--- config.mk ---
export PLATFORM = sky130hd
export DESIGN_NAME = dmem_port_arbiter_flat
export DESIGN_NICKNAME = d
export VERILOG_FILES = /design/src/rtl/riscv_pkg.sv /design/src/rtl/dmem_port_arbiter_if.sv /design/src/rtl/dmem_arb_starve_ctr.sv /design/src/rtl/dmem_port_arbiter.sv /design/src/flat_wrapper.sv
export SDC_FILE = /design/constraint.sdc
export NUM_CORES = 1
export LEC_CHECK = 0
export ABC_AREA = 1
export CAP_MARGIN = 20
export CORE_AREA = 2 2 115 117
export DETAILED_ROUTE_END_ITERATION = 6
export DIE_AREA = 0 0 117 119
export GPL_ROUTABILITY_DRIVEN = 0
export GPL_TIMING_DRIVEN = 1
export PLACE_DENSITY = 0.67
export SLEW_MARGIN = 20
export SYNTH_ARGS = -nofsm -noshare
export SYNTH_HDL_FRONTEND = slang
export SYNTH_SLANG_ARGS = --single-unit
--- constraint.sdc ---
create_clock -name clk -period 1.8 [get_ports clk]
set_input_delay 0.54 -clock clk [delete_from_list [all_inputs] [get_ports clk]]
set_output_delay 0.54 -clock clk [all_outputs]
set_load 0.02 [all_outputs]
--- src/rtl/riscv_pkg.sv ---
// riscv_pkg: shared core types and default datapath widths
package riscv_pkg;
  localparam int XLEN = 32;
  localparam int ADDR_W = XLEN;
  localparam int DATA_W = XLEN;
  typedef enum logic {IDLE, DMA_BURST} arb_state_t;
endpackage

--- src/rtl/dmem_port_arbiter_if.sv ---
// dmem_port_arbiter_if: core, DMA and data-memory port signals around the arbiter
interface dmem_port_arbiter_if #(
  parameter int ADDR_W = riscv_pkg::ADDR_W,
  parameter int DATA_W = riscv_pkg::DATA_W
);
  logic core_req, core_we, core_gnt, core_stall;
  logic [ADDR_W-1:0] core_addr;
  logic [DATA_W-1:0] core_wdata, core_rdata;
  logic dma_req, dma_we, dma_last, dma_gnt, dma_rvalid;
  logic [ADDR_W-1:0] dma_addr;
  logic [DATA_W-1:0] dma_wdata, dma_rdata;
  logic mem_we;
  logic [ADDR_W-1:0] mem_addr;
  logic [DATA_W-1:0] mem_wd, mem_rd;
  modport slave (
    input core_req, core_we, core_addr, core_wdata, dma_req, dma_we, dma_last, dma_addr, dma_wdata, mem_rd,
    output core_gnt, core_stall, core_rdata, dma_gnt, dma_rdata, dma_rvalid, mem_we, mem_addr, mem_wd
  );
  modport master (
    output core_req, core_we, core_addr, core_wdata, dma_req, dma_we, dma_last, dma_addr, dma_wdata, mem_rd,
    input core_gnt, core_stall, core_rdata, dma_gnt, dma_rdata, dma_rvalid, mem_we, mem_addr, mem_wd
  );
endinterface

--- src/rtl/dmem_arb_starve_ctr.sv ---
// dmem_arb_starve_ctr: saturating count of consecutive denied DMA cycles
module dmem_arb_starve_ctr #(
  parameter int LIMIT = 8,
  localparam int W = $clog2(LIMIT + 1)
) (
  input  logic         clk,
  input  logic         reset,
  input  logic         clr,
  output logic [W-1:0] cnt,
  output logic         at_limit
);
  assign at_limit = cnt == W'(LIMIT);
  always_ff @(posedge clk or negedge reset)
    if (!reset) cnt <= '0;
    else cnt <= clr ? '0 : at_limit ? cnt : cnt + W'(1);
endmodule

--- src/rtl/dmem_port_arbiter.sv ---
// dmem_port_arbiter: shares the data-memory port between core and DMA; DMEM_ARB_BURST_EN enables locked DMA bursts
module dmem_port_arbiter import riscv_pkg::*; #(
  parameter int STARVE_LIMIT = 8
) (
  input logic clk,
  input logic reset,
  dmem_port_arbiter_if.slave bus
);
`ifdef DMEM_ARB_BURST_EN
  localparam bit BURST_EN = 1'b1;
`else
  localparam bit BURST_EN = 1'b0;
`endif
  localparam int CW = $clog2(STARVE_LIMIT + 1);
  arb_state_t state, state_d;
  logic [CW-1:0] starve_cnt;
  logic starve_at_limit, dma_force, dma_rd;
  dmem_arb_starve_ctr #(.LIMIT(STARVE_LIMIT)) u_starve (
    .clk(clk),
    .reset(reset),
    .clr(~bus.dma_req | dma_force),
    .cnt(starve_cnt),
    .at_limit(starve_at_limit)
  );
  // grants are gated by reset so nothing reaches memory while it is held
  assign dma_force = reset & bus.dma_req & ((state == DMA_BURST) | starve_at_limit | ~bus.core_req);
  assign bus.dma_gnt = dma_force;
  assign bus.core_gnt = reset & bus.core_req & ~dma_force;
  assign bus.core_stall = bus.core_req & ~bus.core_gnt;
  assign bus.mem_addr = dma_force ? bus.dma_addr : bus.core_addr;
  assign bus.mem_wd = dma_force ? bus.dma_wdata : bus.core_wdata;
  assign bus.mem_we = (bus.core_gnt & bus.core_we) | (dma_force & bus.dma_we);
  assign bus.core_rdata = bus.mem_rd;
  assign dma_rd = dma_force & ~bus.dma_we;
  always_comb begin
    state_d = state;
    state_d = (state == IDLE) ? ((BURST_EN & dma_force & ~bus.dma_last) ? DMA_BURST : IDLE)
                              : (((dma_force & bus.dma_last) | ~bus.dma_req) ? IDLE : DMA_BURST);
  end
  always_ff @(posedge clk or negedge reset)
    if (!reset) begin
      state <= IDLE;
      bus.dma_rvalid <= 1'b0;
      bus.dma_rdata <= '0;
    end else begin
      state <= state_d;
      bus.dma_rvalid <= dma_rd;
      if (dma_rd) bus.dma_rdata <= bus.mem_rd;
    end
  assert property (@(posedge clk) disable iff (!reset) starve_cnt <= CW'(STARVE_LIMIT));
endmodule
--- src/flat_wrapper.sv ---
// flat-port wrapper written by rule: the top's interface ports become plain ports
module dmem_port_arbiter_flat import riscv_pkg::*;
#(
  parameter int STARVE_LIMIT = 8
)
  (clk, reset, bus_core_req, bus_core_we, bus_core_addr, bus_core_wdata, bus_dma_req, bus_dma_we, bus_dma_last, bus_dma_addr, bus_dma_wdata, bus_mem_rd, bus_core_gnt, bus_core_stall, bus_core_rdata, bus_dma_gnt, bus_dma_rdata, bus_dma_rvalid, bus_mem_we, bus_mem_addr, bus_mem_wd);
  dmem_port_arbiter_if bus_i ();
  input logic clk;
  input logic reset;
  input wire logic [$bits(bus_i.core_req)-1:0] bus_core_req;
  input wire logic [$bits(bus_i.core_we)-1:0] bus_core_we;
  input wire logic [$bits(bus_i.core_addr)-1:0] bus_core_addr;
  input wire logic [$bits(bus_i.core_wdata)-1:0] bus_core_wdata;
  input wire logic [$bits(bus_i.dma_req)-1:0] bus_dma_req;
  input wire logic [$bits(bus_i.dma_we)-1:0] bus_dma_we;
  input wire logic [$bits(bus_i.dma_last)-1:0] bus_dma_last;
  input wire logic [$bits(bus_i.dma_addr)-1:0] bus_dma_addr;
  input wire logic [$bits(bus_i.dma_wdata)-1:0] bus_dma_wdata;
  input wire logic [$bits(bus_i.mem_rd)-1:0] bus_mem_rd;
  output wire logic [$bits(bus_i.core_gnt)-1:0] bus_core_gnt;
  output wire logic [$bits(bus_i.core_stall)-1:0] bus_core_stall;
  output wire logic [$bits(bus_i.core_rdata)-1:0] bus_core_rdata;
  output wire logic [$bits(bus_i.dma_gnt)-1:0] bus_dma_gnt;
  output wire logic [$bits(bus_i.dma_rdata)-1:0] bus_dma_rdata;
  output wire logic [$bits(bus_i.dma_rvalid)-1:0] bus_dma_rvalid;
  output wire logic [$bits(bus_i.mem_we)-1:0] bus_mem_we;
  output wire logic [$bits(bus_i.mem_addr)-1:0] bus_mem_addr;
  output wire logic [$bits(bus_i.mem_wd)-1:0] bus_mem_wd;
  assign bus_i.core_req = bus_core_req;
  assign bus_i.core_we = bus_core_we;
  assign bus_i.core_addr = bus_core_addr;
  assign bus_i.core_wdata = bus_core_wdata;
  assign bus_i.dma_req = bus_dma_req;
  assign bus_i.dma_we = bus_dma_we;
  assign bus_i.dma_last = bus_dma_last;
  assign bus_i.dma_addr = bus_dma_addr;
  assign bus_i.dma_wdata = bus_dma_wdata;
  assign bus_i.mem_rd = bus_mem_rd;
  assign bus_core_gnt = bus_i.core_gnt;
  assign bus_core_stall = bus_i.core_stall;
  assign bus_core_rdata = bus_i.core_rdata;
  assign bus_dma_gnt = bus_i.dma_gnt;
  assign bus_dma_rdata = bus_i.dma_rdata;
  assign bus_dma_rvalid = bus_i.dma_rvalid;
  assign bus_mem_we = bus_i.mem_we;
  assign bus_mem_addr = bus_i.mem_addr;
  assign bus_mem_wd = bus_i.mem_wd;
  dmem_port_arbiter #(.STARVE_LIMIT(STARVE_LIMIT)) u_core (.clk(clk), .reset(reset), .bus(bus_i));
endmodule
==> flow_metrics.py <==
metrics = {
    "setup_path": {
        "end_kind": "output port",
        "max_stage_delay_ps": 360,
        "criticalPathCategory": "reg2out",
        "arrival_ps": 1760,
        "critPathMostFrequentCell": "buf_8",
        "cp_cell_sequence": "inv_2, ha_4, nand3_4, nand2_4, nand2_8, clkinv_8, buf_8, buf_8, nand2_1, nand2_2, buf_6",
        "crit_required_ps": 1260,
        "start_kind": "flop",
        "crit_slowest_cell": "dfrtp_1",
        "critPathMaxFanout": 7,
    },
    "synthesis": {
        "synth_top_area_cell": "nand2_1",
        "synth.avg_cell_area_um2": 6.41,
        "syn_inst": 426,
        "synth_most_common_cell": "nand2_1",
        "synth-seq-cells": 38,
        "async_reset_ff_share_pct": 100,
        "synth.distinct_cells": 16,
        "synth_area_leaders": "nand2_1 36%, dfrtp_1 35%, buf_4 8.8%, nand4_1 7.6%, buf_6 2.5%",
        "synth.top_cells.by_count": "265 x nand2_1, 38 x dfrtp_1, 33 x nand4_1, 32 x buf_4, 12 x buf_2",
        "synth_area_um2": 2730,
        "syn_nets": 595,
        "synth_top_flop_cell": "dfrtp_1",
        "synth_top_area_share_pct": 36.4,
        "yosysWarnings": 0,
        "synth-edff-count": 0,
        "yosysSeqAreaShare_pct": 34.8,
    },
    "cts": {
        "path_clk_slew_ps": 60,
        "clockBufferDepth": 2,
        "cts_num_sinks": 38,
        "worstSkewPairLatency_ps": 280,
        "cts_tree": "yes",
        "clockRootBuffer": "clkbuf_16",
        "cts.htree.levels": 2,
        "cts_made_buffers": 5,
    },
    "layout": {
        "area_growth_pct": 154,
        "fillCellCount": 1190,
        "fin_nets": 907,
        "layout.cells.non_filler": 916,
        "final_layout_size_suffix_gt1_share_pct": 39.9,
    },
    "placement": {
        "pre_cts_slack_ps": -1180,
        "dp_cells": 888,
        "place_hpwl_um": 11300,
        "numPortBuffers": 299,
    },
    "min_path": {
        "min_path_type": "in2async",
    },
    "timing": {
        "hold_viol": 0,
        "fin_ws_ps": -498,
        "max_slew_margin_pct": 74.0,
        "skew_ps": 3.44,
        "fin_crit_ps": 2300,
        "slew_viol_final": 0,
        "post-route-period-util_pct": 128,
        "worstMarginPinSlew_ps": 390,
        "rsz0062_at_grt": "true",
        "max_freq_ghz": 0.435,
        "setup_viol": 68,
        "tns_ps": -30200,
    },
    "detailed_routing": {
        "antenna_left": 0,
        "routed_wl_um": 14900,
        "drt-initial-drc-count": 175,
        "wl_per_cell_um": 16.2,
        "vias_per_cell": 4.34,
        "firstDrtPassIters": 4,
        "drc_errors": 0,
        "vias": 3979,
    },
    "flow_run": {
        "drv_cap": 0,
    },
    "pwr": {
        "pwr_density_cell_nw_per_um2": 572,
        "power_leakage_uw": 0.00371,
        "ir_drop_uv": 631,
    },
    "floorplanning": {
        "fp.dieArea_um2": 13900,
        "core-area_um2": 12900,
        "ioPinCount": 300,
        "fp.dieH_um": 119,
        "initial_core_util_pct": 21.2,
        "fp-row-count": 42,
        "die_w_um": 117,
    },
    "run_status": {
        "status": "finished, violations left",
        "violations": "negative setup slack",
    },
    "global_route": {
        "first_global_vias": 4056,
        "grt_first_pass_wirelength_um": 21600,
        "grt_remaining_overflow": 0,
        "antenna_found_initial": 2,
        "grt_max_degree": 36,
        "grt_usage_pct": 20.0,
    },
}
-- final timing paths --
path,startpoint,endpoint,slack [ps],cells past startpoint
max,u_core.u_starve.cnt[0]$_DFFE_PN0P_,bus_mem_wd[28],-500,11
min,reset,u_core.bus.dma_rdata[27]$_DFFE_PN0P_,200,2
max reg2reg,u_core.u_starve.cnt[0]$_DFFE_PN0P_,u_core.bus.dma_rdata[11]$_DFFE_PN0P_,70,9
min reg2reg,u_core.bus.dma_rdata[10]$_DFFE_PN0P_,u_core.bus.dma_rdata[10]$_DFFE_PN0P_,460,2
max in group asynchronous,reset,u_core.bus.dma_rdata[24]$_DFFE_PN0P_,980,3
min in group clk,u_core.bus.dma_rdata[10]$_DFFE_PN0P_,u_core.bus.dma_rdata[10]$_DFFE_PN0P_,460,2
-- sequential cells by signal, indices dropped and copies added, names as in the netlist --
register and flops:
u_core.state 1, u_core.u_starve.cnt 4, u_core.bus.dma_rvalid 1, u_core.bus.dma_rdata 32
-- cell type report --
type	instances	area [um^2]	area share [%]
sequential	38	951	13.7
inverter	12	57.6	0.830
timing repair buffer	363	3700	53.4
antenna	1	2.50	0.0361
tap	176	220	3.18
clock buffer	7	143	2.06
multi-input combinational	318	1860	26.8
clock inverter	1	5.00	0.0722
-- layout by cell type (no fill, tap or decap), types with 2 or more instances in the layout --
master,instances
buf_12,13
buf_16,4
buf_2,33
buf_4,45
buf_6,66
buf_8,2
clkbuf_16,7
clkdlybuf4s50_1,164
dfrtp_1,38
dlygate4sd2_1,15
dlymetal6s2s_1,18
inv_1,6
inv_2,5
nand2_1,156
nand2_2,71
nand2_4,39
nand3_1,5
nand4_1,33
nor2_1,4
nor2_4,2
xor2_1,3
-- layer usage --
metal,track usage [%],wire length (um),up-vias
met2,36.5,7540,200
met3,7.28,1620,25
met4,6.03,385,2
met1,21.2,5310,1832
li1,-,-,1920
met5,0,13,-
-- worst max-delay path, delay by kind of cell, from the launching register on --
| family | cells | cell delay (ps) |
|---|---|---|
| simple gates | 5 | 400 |
| flops | 1 | 360 |
| fa+ha+maj | 1 | 160 |
| buf+inv | 5 | 540 |
-- power by group --
group	total, uW	switching, uW	internal [uW]
combinational	2010	980	1030
sequential	1080	77.4	998
clock	881	333	549
-- stage by stage --
step	area, um^2	total power, uW	hold WS [ps]	utilization [%]
floorplan	2930	1880	244	-
global placement	6180	3000	453	48.0
detailed placement	6180	3010	458	48.0
CTS	6690	3990	204	51.9
global route	6930	4180	205	53.9
finish	6930	3970	203	53.9
-- repair_timing --
item | CTS | global route
hold buffers | 0 | 0
setup buffers | 12 | 2
endpoints found under the setup margin | 147 | 119
pin swaps | 11 | 17
resized for setup | 593 | 55
gates cloned | 4 | 2
-- cell families (layout without fill, tap and decap cells) --
kind of cell,count (synthesis),count (layout),synth area share (%)
AO/OA/AOI/OAI,1,1,0.183
XOR/XNOR,3,3,0.962
adder cells (fa/ha/maj),2,2,0.916
buffers and inverters,70,383,16.2
flip-flops,38,38,34.8
other,0,1,0
AND/OR/NAND/NOR,312,312,46.9
Power figures use the tool's default switching activity.
